### config.mk
export PLATFORM = sky130hd
export DESIGN_NAME = lector_columnas_teclado
export DESIGN_NICKNAME = d
export VERILOG_FILES = /design/src/rtl/lector_columnas_teclado.sv
export SDC_FILE = /design/constraint.sdc
export NUM_CORES = 1
export LEC_CHECK = 0
export CORE_MARGIN = 2
export CORE_UTILIZATION = 60
export CTS_BUF_LIST = sky130_fd_sc_hd__clkbuf_4
export DETAILED_ROUTE_END_ITERATION = 10
export PLACE_DENSITY = 0.79
export SLEW_MARGIN = 20
export SYNTH_ARGS = -nofsm -noshare
export SYNTH_HDL_FRONTEND = slang
export SYNTH_SLANG_ARGS = --single-unit
### constraint.sdc
create_clock -name clk -period 2.9 [get_ports clk]
set_input_delay 0.435 -clock clk [delete_from_list [all_inputs] [get_ports clk]]
set_output_delay 0.435 -clock clk [all_outputs]
set_load 0.01 [all_outputs]
### src/rtl/lector_columnas_teclado.sv
// lector_columnas_teclado
// Column-side reader for a 4x4 matrix keypad. The row scanner (clk_sec domain)
// drives the rows one-hot in a 5-step frame 1111, 1000, 0100, 0010, 0001. This
// block watches the driven row pattern and the column sense lines on the fast
// clock, samples each row once after it has settled, decides per frame whether
// no key, one key or several keys are down, and debounces over whole frames.
//
// Ports:
//   clk          system clock, all logic on posedge
//   rst          asynchronous active-high reset
//   fila[3:0]    row pattern driven by the scanner (asynchronous to clk)
//   columna[3:0] column sense lines, active-high
//   tecla[3:0]   code (4*row + column) of the last accepted key, held
//   tecla_valida one-cycle pulse on press acceptance
//   tecla_suelta one-cycle pulse on release acceptance
//   presionada   high from press acceptance until release acceptance
//   multi_tecla  high when the last complete frame saw more than one key
module lector_columnas_teclado #(
  parameter int SETTLE     = 4,
  parameter int DEB_FRAMES = 3,
  parameter int CNT_W      = 8
) (
  input  logic       clk,
  input  logic       rst,
  input  logic [3:0] fila,
  input  logic [3:0] columna,
  output logic [3:0] tecla,
  output logic       tecla_valida,
  output logic       tecla_suelta,
  output logic       presionada,
  output logic       multi_tecla
);

  localparam int FW = $clog2(DEB_FRAMES + 1);

  typedef enum logic [1:0] {IDLE, DEB_PRESS, HELD, DEB_REL} estado_t;

  logic [3:0]       fila_m, fila_s, fila_prev;
  logic [3:0]       col_m, col_s;
  logic [CNT_W-1:0] settle_cnt;
  logic [3:0]       rows_seen;
  logic [1:0]       key_cnt;
  logic [3:0]       key_code;

  logic             fila_cambio, fila_valida, muestra, fin_trama, trama_ok;
  logic [1:0]       fila_idx, col_idx;
  logic [2:0]       col_ones, suma;
  logic             res_none, res_single, res_multi;

  estado_t          estado, estado_n;
  logic [3:0]       cand, cand_n;
  logic [FW-1:0]    cnt, cnt_n, cnt_inc;
  logic [3:0]       tecla_n;
  logic             valida_n, suelta_n, pres_n, multi_n;

  // Two-flop synchronizers for the row pattern and column lines, plus the
  // previous synchronized row pattern used for change detection.
  always_ff @(posedge clk or posedge rst) begin
    if (rst) begin
      fila_m    <= '0;
      fila_s    <= '0;
      fila_prev <= '0;
      col_m     <= '0;
      col_s     <= '0;
    end else begin
      fila_m    <= fila;
      fila_s    <= fila_m;
      fila_prev <= fila_s;
      col_m     <= columna;
      col_s     <= col_m;
    end
  end

  assign fila_cambio = (fila_s != fila_prev);

  // Settle counter: restarts on every row change and saturates at SETTLE, so
  // the value SETTLE-1 is seen exactly once per stable row pattern.
  always_ff @(posedge clk or posedge rst) begin
    if (rst) begin
      settle_cnt <= '0;
    end else if (fila_cambio) begin
      settle_cnt <= '0;
    end else if (settle_cnt != CNT_W'(SETTLE)) begin
      settle_cnt <= settle_cnt + CNT_W'(1);
    end
  end

  // Row index from the one-hot pattern; 1111 and anything else is not a row.
  always_comb begin
    fila_valida = 1'b1;
    fila_idx    = 2'd0;
    case (fila_s)
      4'b1000: fila_idx = 2'd0;
      4'b0100: fila_idx = 2'd1;
      4'b0010: fila_idx = 2'd2;
      4'b0001: fila_idx = 2'd3;
      default: fila_valida = 1'b0;
    endcase
  end

  // Column index counts from col_s[3]; only meaningful when one bit is set.
  always_comb begin
    if (col_s[3])      col_idx = 2'd0;
    else if (col_s[2]) col_idx = 2'd1;
    else if (col_s[1]) col_idx = 2'd2;
    else               col_idx = 2'd3;
  end

  assign col_ones  = {2'b00, col_s[0]} + {2'b00, col_s[1]} + {2'b00, col_s[2]} + {2'b00, col_s[3]};
  assign suma      = {1'b0, key_cnt} + col_ones;
  assign muestra   = !fila_cambio && fila_valida && (settle_cnt == CNT_W'(SETTLE - 1));
  assign fin_trama = fila_cambio && (fila_s == 4'b1111);
  assign trama_ok  = fin_trama && (rows_seen == 4'b1111);

  // Frame accumulator: which rows were sampled, a saturating key count
  // (0, 1, 2 meaning two or more) and the code of the first key found.
  always_ff @(posedge clk or posedge rst) begin
    if (rst) begin
      rows_seen <= '0;
      key_cnt   <= '0;
      key_code  <= '0;
    end else if (fin_trama) begin
      rows_seen <= '0;
      key_cnt   <= '0;
      key_code  <= '0;
    end else if (muestra) begin
      rows_seen <= rows_seen | (4'b0001 << fila_idx);
      key_cnt   <= (suma >= 3'd2) ? 2'd2 : suma[1:0];
      if (key_cnt == 2'd0 && col_ones == 3'd1) begin
        key_code <= {fila_idx, col_idx};
      end
    end
  end

  assign res_none   = (key_cnt == 2'd0);
  assign res_single = (key_cnt == 2'd1);
  assign res_multi  = (key_cnt == 2'd2);
  assign cnt_inc    = cnt + FW'(1);

  // Debounce FSM state and registered outputs.
  always_ff @(posedge clk or posedge rst) begin
    if (rst) begin
      estado       <= IDLE;
      cand         <= '0;
      cnt          <= '0;
      tecla        <= '0;
      tecla_valida <= 1'b0;
      tecla_suelta <= 1'b0;
      presionada   <= 1'b0;
      multi_tecla  <= 1'b0;
    end else begin
      estado       <= estado_n;
      cand         <= cand_n;
      cnt          <= cnt_n;
      tecla        <= tecla_n;
      tecla_valida <= valida_n;
      tecla_suelta <= suelta_n;
      presionada   <= pres_n;
      multi_tecla  <= multi_n;
    end
  end

  // Next-state logic. The FSM only moves on a complete frame; discarded frames
  // leave everything untouched, including multi_tecla.
  always_comb begin
    estado_n = estado;
    cand_n   = cand;
    cnt_n    = cnt;
    tecla_n  = tecla;
    valida_n = 1'b0;
    suelta_n = 1'b0;
    pres_n   = presionada;
    multi_n  = multi_tecla;
    if (trama_ok) begin
      multi_n = res_multi;
      case (estado)
        IDLE: begin
          if (res_single) begin
            if (DEB_FRAMES == 1) begin
              tecla_n  = key_code;
              valida_n = 1'b1;
              pres_n   = 1'b1;
              estado_n = HELD;
            end else begin
              cand_n   = key_code;
              cnt_n    = FW'(1);
              estado_n = DEB_PRESS;
            end
          end
        end
        DEB_PRESS: begin
          if (res_single) begin
            if (key_code == cand) begin
              if (cnt_inc == FW'(DEB_FRAMES)) begin
                tecla_n  = cand;
                valida_n = 1'b1;
                pres_n   = 1'b1;
                estado_n = HELD;
              end else begin
                cnt_n = cnt_inc;
              end
            end else begin
              cand_n = key_code;
              cnt_n  = FW'(1);
            end
          end else begin
            estado_n = IDLE;
          end
        end
        HELD: begin
          if (res_none) begin
            if (DEB_FRAMES == 1) begin
              suelta_n = 1'b1;
              pres_n   = 1'b0;
              estado_n = IDLE;
            end else begin
              cnt_n    = FW'(1);
              estado_n = DEB_REL;
            end
          end
        end
        DEB_REL: begin
          if (res_none) begin
            if (cnt_inc == FW'(DEB_FRAMES)) begin
              suelta_n = 1'b1;
              pres_n   = 1'b0;
              estado_n = IDLE;
            end else begin
              cnt_n = cnt_inc;
            end
          end else begin
            estado_n = HELD;
          end
        end
        default: estado_n = IDLE;
      endcase
    end
  end

endmodule

==> reports/results.ini, run 1 <==
[finish]
nFillCells=280
nets=251
antenna_cells=0
design_area_sq_um=2870
mostFrequentLayoutCell=dfrtp_1
area_delta_synth_final_pct=12.2
instances_no_fill=283
layout_common_cells=54 x dfrtp_1, 17 x clkdlybuf4s50_1, 16 x nor2_1, 12 x inv_1, 11 x nand3_1
drive_gt1_frac=0.137

[synthesis]
ys_async_sr_fraction=1.00
synthSimpleGateAreaFrac=0.176
synth-compound-area-share=0.0803
netlist_area_sq_um=2560
syn_nets=234
ys_types=49
synth_fa_ha_area_frac=0.0499
synth_cells=215
synth-edff-count=0
ys.flop_type=dfrtp_1
yosys_warnings=0
ys_seq_area_frac=0.529
synthMuxAreaShare=0.0690
synth_top_family_by_area=simple AND/OR/NAND/NOR gates
ys_ff_latch=54
synth_xor_area_frac=0.0582
syn_avg_cell_area_sq_um=11.9

[outcome]
status=finished clean

[die]
die_y_microns=69.3
fp.dieW_microns=69.3
core_sq_um=4060
dieArea_sq_um=4800
rows=23
initial_core_util=0.630
io_pins=18

[routing]
dr_total_vias=1701
detail-route-antenna-nets=0
viasPerCell=6.01
drt_iter0_markers=123
routed_wl_mm=4.48
drtPass1Iterations=4
remaining_drc_errors=0
wl_per_cell_microns=15.8

[power_and_ir_drop]
p_leak_nw=1.27
p_per_area_nw_per_um2=478
finalPower_mw=1.37
ir_drop_v=0.000350

[global_route]
overflow=0
grt_max_degree=25
grt.total_usage=0.208
antenna_found_initial=0
grt_pass1_vias=1722
grt_first_pass_wirelength_mm=7.96

[sta]
tightest_slew_ns=0.619
rsz0062_at_grt=false
setup_viol=0
setup_tns_ns=0
fin_crit_sh=0.946
min_period_ns=2.74
fin_skew_ns=0.0153
max_slew_margin=0.584
fmax_mhz=365
hold_slack_ns=0.301
hold_viol_final=0
slew_viol_final=0

[placed_design]
gp_congestion=0.912
place_area_sq_um=2760
dp.final_hpwl_mm=3.32
dpl.cell_count=275
io_buffers=17

[critical_path]
crit_required_ns=3.22
r2r_end=key_cnt[0]$_DFFE_PP0P_
start_kind=flop
regToRegSetupSlack_ns=0.16
reg2reg_depth=9
crit_path_end_kind=flop
worstSetupPathType=reg -> reg
cp_max_fo=2
reg2reg_from=col_s[0]$_DFF_PP0_
worstPathArrival_ns=3.06

[clocking]
ctsHoldBuffers=0
cts_resized=0
clock_latency_ns=0.37
cts.root.buffer_cell=clkbuf_4
cts_made_buffers=5
htreeDepth=2
cts_tree=done
cts_sinks=54
cts.clk_slew.worst_paths_ns=0.16
cts_setup_buffers=0
cts_buffer_depth=2

[hold_path]
min_path_type=in -> async

[run]
maxCapViolations=0

cells by family after synthesis:
logic type,after synthesis
adder cells (fa/ha/maj),9
multiplexers,15
buffers and inverters,23
AO/OA/AOI/OAI,28
XOR/XNOR,17
flip-flops,54
AND/OR/NAND/NOR,69
stage by stage:
step / setup WS [ns] / util
2_1_floorplan: 0.447 / -
3_3_place_gp: 0.415 / 0.681
3_5_place_dp: 0.213 / 0.681
4_1_cts: 0.160 / 0.707
5_1_grt: 0.0341 / 0.707
6_report: 0.158 / 0.707
layout make-up:
| cell class | count | area [sq um] | area share |
|---|---|---|---|
| repair buffers | 20 | 193 | 0.0672 |
| inverters | 13 | 48.8 | 0.0170 |
| well taps | 50 | 62.6 | 0.0218 |
| flip-flops and latches | 54 | 1350 | 0.471 |
| clock inverters | 3 | 68.8 | 0.0240 |
| multi-input cells | 138 | 1110 | 0.386 |
| clock buffers | 5 | 37.5 | 0.0131 |
per-layer routing:
metal	share of wire	vias to the layer above	track usage
met5	0	-	0
met4	0.018	0	0.0784
met3	0.046	8	0.0378
met2	0.50	57	0.334
met1	0.44	837	0.284
li1	-	799	-
registers in the layout, summed over array words and instances (netlist names), 2 cells and up:
register / count
fila_s: 4
key_cnt: 2
key_code: 4
estado: 2
rows_seen: 4
settle_cnt: 8
fila_m: 4
col_m: 4
cnt: 2
fila_prev: 4
col_s: 4
tecla: 4
cand: 4
cells in the mapped netlist (2+ instances only):
library cell / count / area, sq um
nand4b_1: 2 / 17.5
mux2_2: 5 / 56.3
nor2_1: 16 / 60.1
nand3_1: 11 / 55.1
dfrtp_1: 54 / 1350
a31oi_1: 2 / 12.5
and3_1: 3 / 18.8
and4b_1: 2 / 20.0
mux2_4: 4 / 60.1
ha_1: 7 / 87.6
fa_1: 2 / 40.0
nor4b_2: 2 / 30.0
xor2_1: 10 / 87.6
clkbuf_1: 6 / 22.5
nor4_1: 2 / 12.5
and2_1: 2 / 12.5
mux2i_1: 6 / 60.1
inv_1: 13 / 48.8
a31o_2: 2 / 17.5
o21ai_0: 9 / 45.0
nor2b_1: 3 / 18.8
nand4_1: 6 / 37.5
a21oi_1: 5 / 25.0
o41ai_1: 2 / 17.5
a32o_1: 2 / 20.0
xnor2_1: 7 / 61.3
buf_2: 3 / 15.0
nor4b_1: 2 / 17.5
o211ai_1: 2 / 15.0
nand2_1: 4 / 15.0
power by group:
part / total [mW] / switching, mW / internal [mW]
clock: 0.503 / 0.233 / 0.270
sequential: 0.782 / 0.0140 / 0.768
combinational: 0.0865 / 0.0499 / 0.0367
critical path: stages (launching register included):
cell and delay [ns]:
dfrtp_1 0.41, fa_1 0.48, ha_1 0.19, ha_1 0.27, inv_1 0.06, fa_1 0.40, xor2_1 0.23, nand3_1 0.11
nor4b_1 0.38, a31o_2 0.17
worst max path at each step:
stage / cells past startpoint / slack (ns) / start / end
after global placement: 9 / 0.42 / col_s[0]$_DFF_PP0_ / key_cnt[0]$_DFFE_PP0P_
after detailed placement: 9 / 0.21 / col_s[0]$_DFF_PP0_ / key_cnt[0]$_DFFE_PP0P_
after floorplan: 9 / 0.45 / col_s[0]$_DFF_PP0_ / key_cnt[0]$_DFFE_PP0P_
after global routing: 9 / 0.03 / col_s[0]$_DFF_PP0_ / key_cnt[0]$_DFFE_PP0P_
after CTS: 9 / 0.16 / col_s[0]$_DFF_PP0_ / key_cnt[0]$_DFFE_PP0P_
final: 9 / 0.16 / col_s[0]$_DFF_PP0_ / key_cnt[0]$_DFFE_PP0P_
(Power assumes the default switching activity.)
==> run 2: changes to the inputs <==
Settings changed: CORE_UTILIZATION 60 to 65, PLACE_DENSITY 0.79 to 0.85.
Clock period 2.9 ns to 3.26 ns, I/O delays scaled along.
==> run 2 against run 1 <==
Die area fell by 7.3%. Design area fell by 1.3%. Clock power down 24%. Critical path depth is the same. Clock skew fell by 0.0022 ns. Largest power group unchanged.
==> reports/results.ini, run 2 (synthesized netlist as in run 1, its figures left out) <==
[run]
maxCapViolations=0  ; unchanged

[die]
initial_core_util=0.688  ; +0.0579
dieArea_sq_um=4450  ; -7.3%
die_y_microns=66.7  ; -3.7%
core_sq_um=3720  ; -8.4%
fp.dieW_microns=66.7  ; -3.7%
rows=22  ; -4.3%
io_pins=18  ; unchanged

[critical_path]
crit_required_ns=3.60  ; +0.38 ns
crit_chain=fa_1 > ha_1 > ha_1 > inv_1 > fa_1 > xor2_1 > nand3_1 > nor4b_1 > a31o_2
worstPathArrival_ns=2.98  ; -0.08 ns
crit_slowest_cell=fa_1
crit_path_end_kind=flop
cpLargestDelayFamily=adder cells
cp_max_fo=2  ; unchanged
worstSetupPathType=reg -> reg
cp.buffers_inverters=1  ; unchanged
start_kind=flop
slowest_delay_ns=0.47  ; about the same

[finish]
regMostFlops=settle_cnt
mostFrequentLayoutCell=dfrtp_1
layout_common_cells=54 x dfrtp_1, 17 x clkdlybuf4s50_1, 16 x nor2_1, 12 x inv_1, 11 x nand3_1
area_delta_synth_final_pct=10.8
antenna_cells=0  ; unchanged
design_area_sq_um=2830  ; -1.3%
largest_register_ff_count=8  ; unchanged
nets=249  ; -0.80%
instances_no_fill=279  ; -1.4%
nFillCells=254  ; -9.3%
drive_gt1_frac=0.130  ; -0.00747

[global_route]
grt_first_pass_wirelength_mm=7.86  ; -1.2%
overflow=0  ; unchanged
grt.total_usage=0.240  ; +0.0318
antenna_found_initial=0  ; unchanged
grt_pass1_vias=1707  ; -0.87%
grt_max_degree=55  ; +120%

[clocking]
clock_latency_ns=0.38  ; about the same
cts_setup_buffers=0  ; unchanged
cts_sinks=54  ; unchanged
htreeDepth=2  ; unchanged
ctsHoldBuffers=0  ; unchanged
cts.clk_slew.worst_paths_ns=0.16  ; about the same
cts.root.buffer_cell=clkbuf_4
cts_made_buffers=5  ; unchanged
cts_buffer_depth=2  ; unchanged
cts_resized=0  ; unchanged
cts_tree=done

[routing]
routed_wl_mm=4.59  ; +2.4%
drt_iter0_markers=101  ; -18%
viasPerCell=6.14  ; +2.2%
remaining_drc_errors=0  ; unchanged
dr_total_vias=1714  ; +0.76%
drtPass1Iterations=4  ; unchanged
wl_per_cell_microns=16.5  ; +3.9%
detail-route-antenna-nets=0  ; unchanged

[placed_design]
place_area_sq_um=2750  ; -0.63%
dp.final_hpwl_mm=3.29  ; -0.92%
dpl.cell_count=271  ; -1.5%
gp_congestion=0.869  ; -4.8%
io_buffers=17  ; unchanged

[sta]
rsz0062_at_grt=false
setup_viol=0  ; unchanged
slew_viol_final=0  ; unchanged
fin_crit_sh=0.809  ; -0.137
fmax_mhz=379  ; +4.0%
fin_skew_ns=0.0131  ; -0.00219 ns
max_slew_margin=0.395  ; -0.188
hold_slack_ns=0.371  ; +0.0696 ns
hold_viol_final=0  ; unchanged
min_period_ns=2.64  ; -0.105 ns
setup_tns_ns=0  ; unchanged
tightest_slew_ns=0.906  ; +0.287 ns

[hold_path]
min_path_type=reg -> reg

[outcome]
status=finished clean

[power_and_ir_drop]
p_per_area_nw_per_um2=407  ; -15%
p_leak_nw=1.25  ; -1.5%
ir_drop_v=0.000352  ; +0.52%

run 2: path summary, 6_finish.rpt:
kind	startpoint	endpoint	slack [ns]	cells past startpoint
worst max-delay path	col_s[0]$_DFF_PP0_	key_cnt[0]$_DFFE_PP0P_	0.62	9
worst min-delay path	fila_m[2]$_DFF_PP0_	fila_s[2]$_DFF_PP0_	0.37	0
worst max register to register	col_s[0]$_DFF_PP0_	key_cnt[0]$_DFFE_PP0P_	0.62	9
worst min register to register	fila_m[2]$_DFF_PP0_	fila_s[2]$_DFF_PP0_	0.37	0
max in group asynchronous	rst	col_m[0]$_DFF_PP0_	2.14	2
min in group asynchronous	rst	col_m[3]$_DFF_PP0_	0.59	2
run 2: metrics by stage:
| stage | power (mW) | setup WS [ns] | util |
|---|---|---|---|
| 6_report | 1.15 | 0.623 | 0.762 |
| 5_1_grt | 1.19 | 0.499 | 0.762 |
| 4_1_cts | 1.16 | 0.618 | 0.762 |
| 3_5_place_dp | 0.785 | 0.652 | 0.739 |
| 3_3_place_gp | 0.778 | 0.767 | 0.739 |
| 2_1_floorplan | 0.758 | 0.807 | - |
run 2: cell type report:
| type | instances | area, sq um | area share |
|---|---|---|---|
| Sequential cell | 54 | 1350 | 0.477 |
| Multi-Input combinational cell | 138 | 1110 | 0.391 |
| Timing Repair Buffer | 18 | 178 | 0.0627 |
| Tap cell | 48 | 60.1 | 0.0212 |
| Inverter | 13 | 50.0 | 0.0177 |
| Clock inverter | 3 | 47.5 | 0.0168 |
| Clock buffer | 5 | 37.5 | 0.0133 |
run 2: per-layer routing:
layer / GRT usage / up-vias / wire (microns)
met5: 0 / - / 0
met4: 0.0867 / 0 / 77
met3: 0.0524 / 8 / 154
met2: 0.405 / 46 / 2390
met1: 0.305 / 863 / 1970
li1: - / 797 / -
run 2: worst register-to-register path, delay by kind of cell (launching register included):
family / cells / cell delay [ns]
adder cells (fa/ha/maj): 4 / 1.33
AO/OA/AOI/OAI: 1 / 0.15
AND/OR/NAND/NOR: 2 / 0.45
buffers and inverters: 1 / 0.06
XOR/XNOR: 1 / 0.20
flip-flops: 1 / 0.41
run 2: report_power, final:
part	total, mW	switching [mW]	internal, mW
Combinational	0.0755	0.0444	0.0311
Sequential	0.697	0.0137	0.683
Clock	0.381	0.216	0.166
Total	1.15	0.274	0.880
==> run 3: changes to the inputs <==
Settings changed: CORE_UTILIZATION 65 to 55, PLACE_DENSITY 0.85 to 0.76.
Clock period 3.26 ns to 2.17 ns, I/O delays scaled along.
==> run 3 against run 2 <==
The run now ends with setup timing left. Maximum frequency increased by 8.3%. Highest routed layer unchanged. Design area grew 3.7%. Via count is 3.5% lower. Non-clock buffer count up 8.
==> reports/results.ini, run 3 (synthesized netlist as in run 1, its figures left out) <==
[critical_path]
cp-endpoint=key_cnt[0]$_DFFE_PP0P_
cp_max_fo=2  ; unchanged
reg2reg_depth=9  ; unchanged
crit_path_end_kind=flop
crit_slowest_cell=fa_1
crit_required_ns=2.51  ; -1.09 ns
reg2reg_from=col_s[0]$_DFF_PP0_
cpMostUsedCell=ha_4
worstPathArrival_ns=2.78  ; -0.20 ns
crit_chain=fa_1 > ha_4 > ha_4 > inv_4 > fa_2 > xor2_1 > nand3_1 > nor4b_2 > a31o_2
cp.buffers_inverters=1  ; unchanged
worstSetupPathType=reg -> reg
cpLargestDelayFamily=adder cells
crit_start=col_s[0]$_DFF_PP0_
start_kind=flop
cp.depth=9  ; unchanged
r2r_end=key_cnt[0]$_DFFE_PP0P_
slowest_delay_ns=0.52  ; +0.05 ns
regToRegSetupSlack_ns=-0.27  ; -0.89 ns

[clocking]
cts.clk_slew.worst_paths_ns=0.16  ; about the same
cts_buffer_depth=2  ; unchanged
cts.root.buffer_cell=clkbuf_4
ctsHoldBuffers=0  ; unchanged
cts_made_buffers=5  ; unchanged
clock_latency_ns=0.39  ; about the same
cts_tree=done
cts_sinks=54  ; unchanged
htreeDepth=2  ; unchanged

[sta]
hold_viol_final=0  ; unchanged
setup_tns_ns=-0.662  ; -0.662 ns
max_slew_margin=0.434  ; +0.0391
slew_viol_final=0  ; unchanged
rsz0062_at_grt=true
tightest_slew_ns=0.843  ; -0.0627 ns
fin_ws_ns=-0.266  ; -0.889 ns
fin_skew_ns=0.0238  ; +0.0106 ns
fin_crit_sh=1.12  ; +0.314
hold_slack_ns=0.291  ; -0.0796 ns
setup_viol=4  ; +4
fmax_mhz=411  ; +8.3%
min_period_ns=2.44  ; -0.201 ns

[die]
fp.dieW_microns=72.2  ; +8.2%
dieArea_sq_um=5210  ; +17%
rows=24  ; +9.1%
die_y_microns=72.2  ; +8.2%
io_pins=18  ; unchanged
initial_core_util=0.579  ; -0.109
core_sq_um=4410  ; +19%

[placed_design]
dpl.cell_count=283  ; +4.4%
gp_congestion=0.820  ; -5.7%
io_buffers=17  ; unchanged
dp.final_hpwl_mm=2.99  ; -9.0%

[finish]
multi_input_area_sq_um=1160  ; +4.7%
layout_common_cells=54 x dfrtp_1, 17 x clkdlybuf4s50_1, 16 x nor2_1, 11 x inv_1, 11 x nand3_1
final_util=0.665  ; -0.0967
regMostFlops=settle_cnt
largest_register_ff_count=8  ; unchanged
mostFrequentLayoutCell=dfrtp_1
instances_no_fill=291  ; +4.3%
drive_gt1_frac=0.188  ; +0.0584
nFillCells=330  ; +30%
seq_area_sq_um=1350  ; unchanged
antenna_cells=0  ; unchanged
nets=257  ; +3.2%
area_delta_synth_final_pct=14.9

[power_and_ir_drop]
seqPwrFrac=0.639  ; +0.035
power_frac_comb=0.088  ; +0.023
p_switching_mw=0.400  ; +46%
clkPwrFrac=0.272  ; -0.059
finalPower_mw=1.63  ; +42%
intPower_mw=1.23  ; +40%
p_leak_nw=1.30  ; +3.4%
swShare=0.245  ; +0.00744
ir_drop_v=0.000495  ; +41%
p_per_area_nw_per_um2=557  ; +37%

[routing]
wl_per_cell_microns=14.1  ; -14%
detail-route-antenna-nets=0  ; unchanged
dr_total_vias=1654  ; -3.5%
drt_iter0_markers=109  ; +7.9%
routed_wl_mm=4.10  ; -11%
remaining_drc_errors=0  ; unchanged
viasPerCell=5.68  ; -7.5%
drtPass1Iterations=4  ; unchanged

[global_route]
grt_pass1_vias=1562  ; -8.5%
antenna_found_initial=0  ; unchanged
grt.total_usage=0.178  ; -0.0620
grt_first_pass_wirelength_mm=7.16  ; -8.9%
overflow=0  ; unchanged
grt_max_degree=55  ; unchanged

[outcome]
violations=setup timing
status=finished, violations left

[hold_path]
min_path_type=in -> async

[run]
maxCapViolations=0  ; unchanged

## run 3: how the worst min path moves through the flow
| stage | startpoint | end | slack (ns) |
|---|---|---|---|
| after global routing | rst | settle_cnt[0]$_DFFE_PP0P_ | 0.33 |
| after floorplan | col_m[0]$_DFF_PP0_ | col_s[0]$_DFF_PP0_ | 0.33 |
| after detailed placement | fila_m[3]$_DFF_PP0_ | fila_s[3]$_DFF_PP0_ | 0.34 |
| after global placement | fila_m[1]$_DFF_PP0_ | fila_s[1]$_DFF_PP0_ | 0.33 |
| final | rst | settle_cnt[0]$_DFFE_PP0P_ | 0.29 |
| after CTS | rst | settle_cnt[0]$_DFFE_PP0P_ | 0.29 |
## run 3: per-layer routing
layer	part of all wire	track usage	routed length [microns]	vias to the layer above
met2	0.45	0.258	1850	31
met3	0.033	0.0417	135	9
met1	0.49	0.257	2030	797
met5	0	0	0	-
li1	-	-	-	817
met4	0.021	0.0797	85	0
## run 3: cell type report
class                   count  share of cell area
flip-flops and latches     54               0.460
well taps                  52              0.0222
repair buffers             26              0.0852
clock buffers               6              0.0153
inverters                  13              0.0175
clock inverters             2             0.00469
multi-input cells         138               0.395
## run 3: repair_timing
item                       CTS  global route
cloned                       0             0
setup endpoints to repair    6             6
pin swaps                    2             1
gates resized for setup      2             1
buffers inserted             1             0
## run 3: tightest hold or removal path, cell delays in order
cell and delay, ns:
clkdlybuf4s50_1 0.41, inv_2 0.07, buf_12 0.25
## run 3: metrics by stage
step                      instance area, sq um  setup WS (ns)
after global placement                    2860         -0.238
after global routing                      2940         -0.345
final                                     2940         -0.266
after detailed placement                  2860         -0.273
after CTS                                 2930         -0.275
after floorplan                           2590         -0.213
## run 3: power groups by stage
stage / clock, mW / combinational, mW / sequential [mW]
finish: 0.445 / 0.144 / 1.04
global route: 0.497 / 0.162 / 1.05
CTS: 0.462 / 0.144 / 1.05
detailed placement: 0 / 0.137 / 1.06
global placement: 0 / 0.135 / 1.06
floorplan: 0 / 0.0929 / 1.06
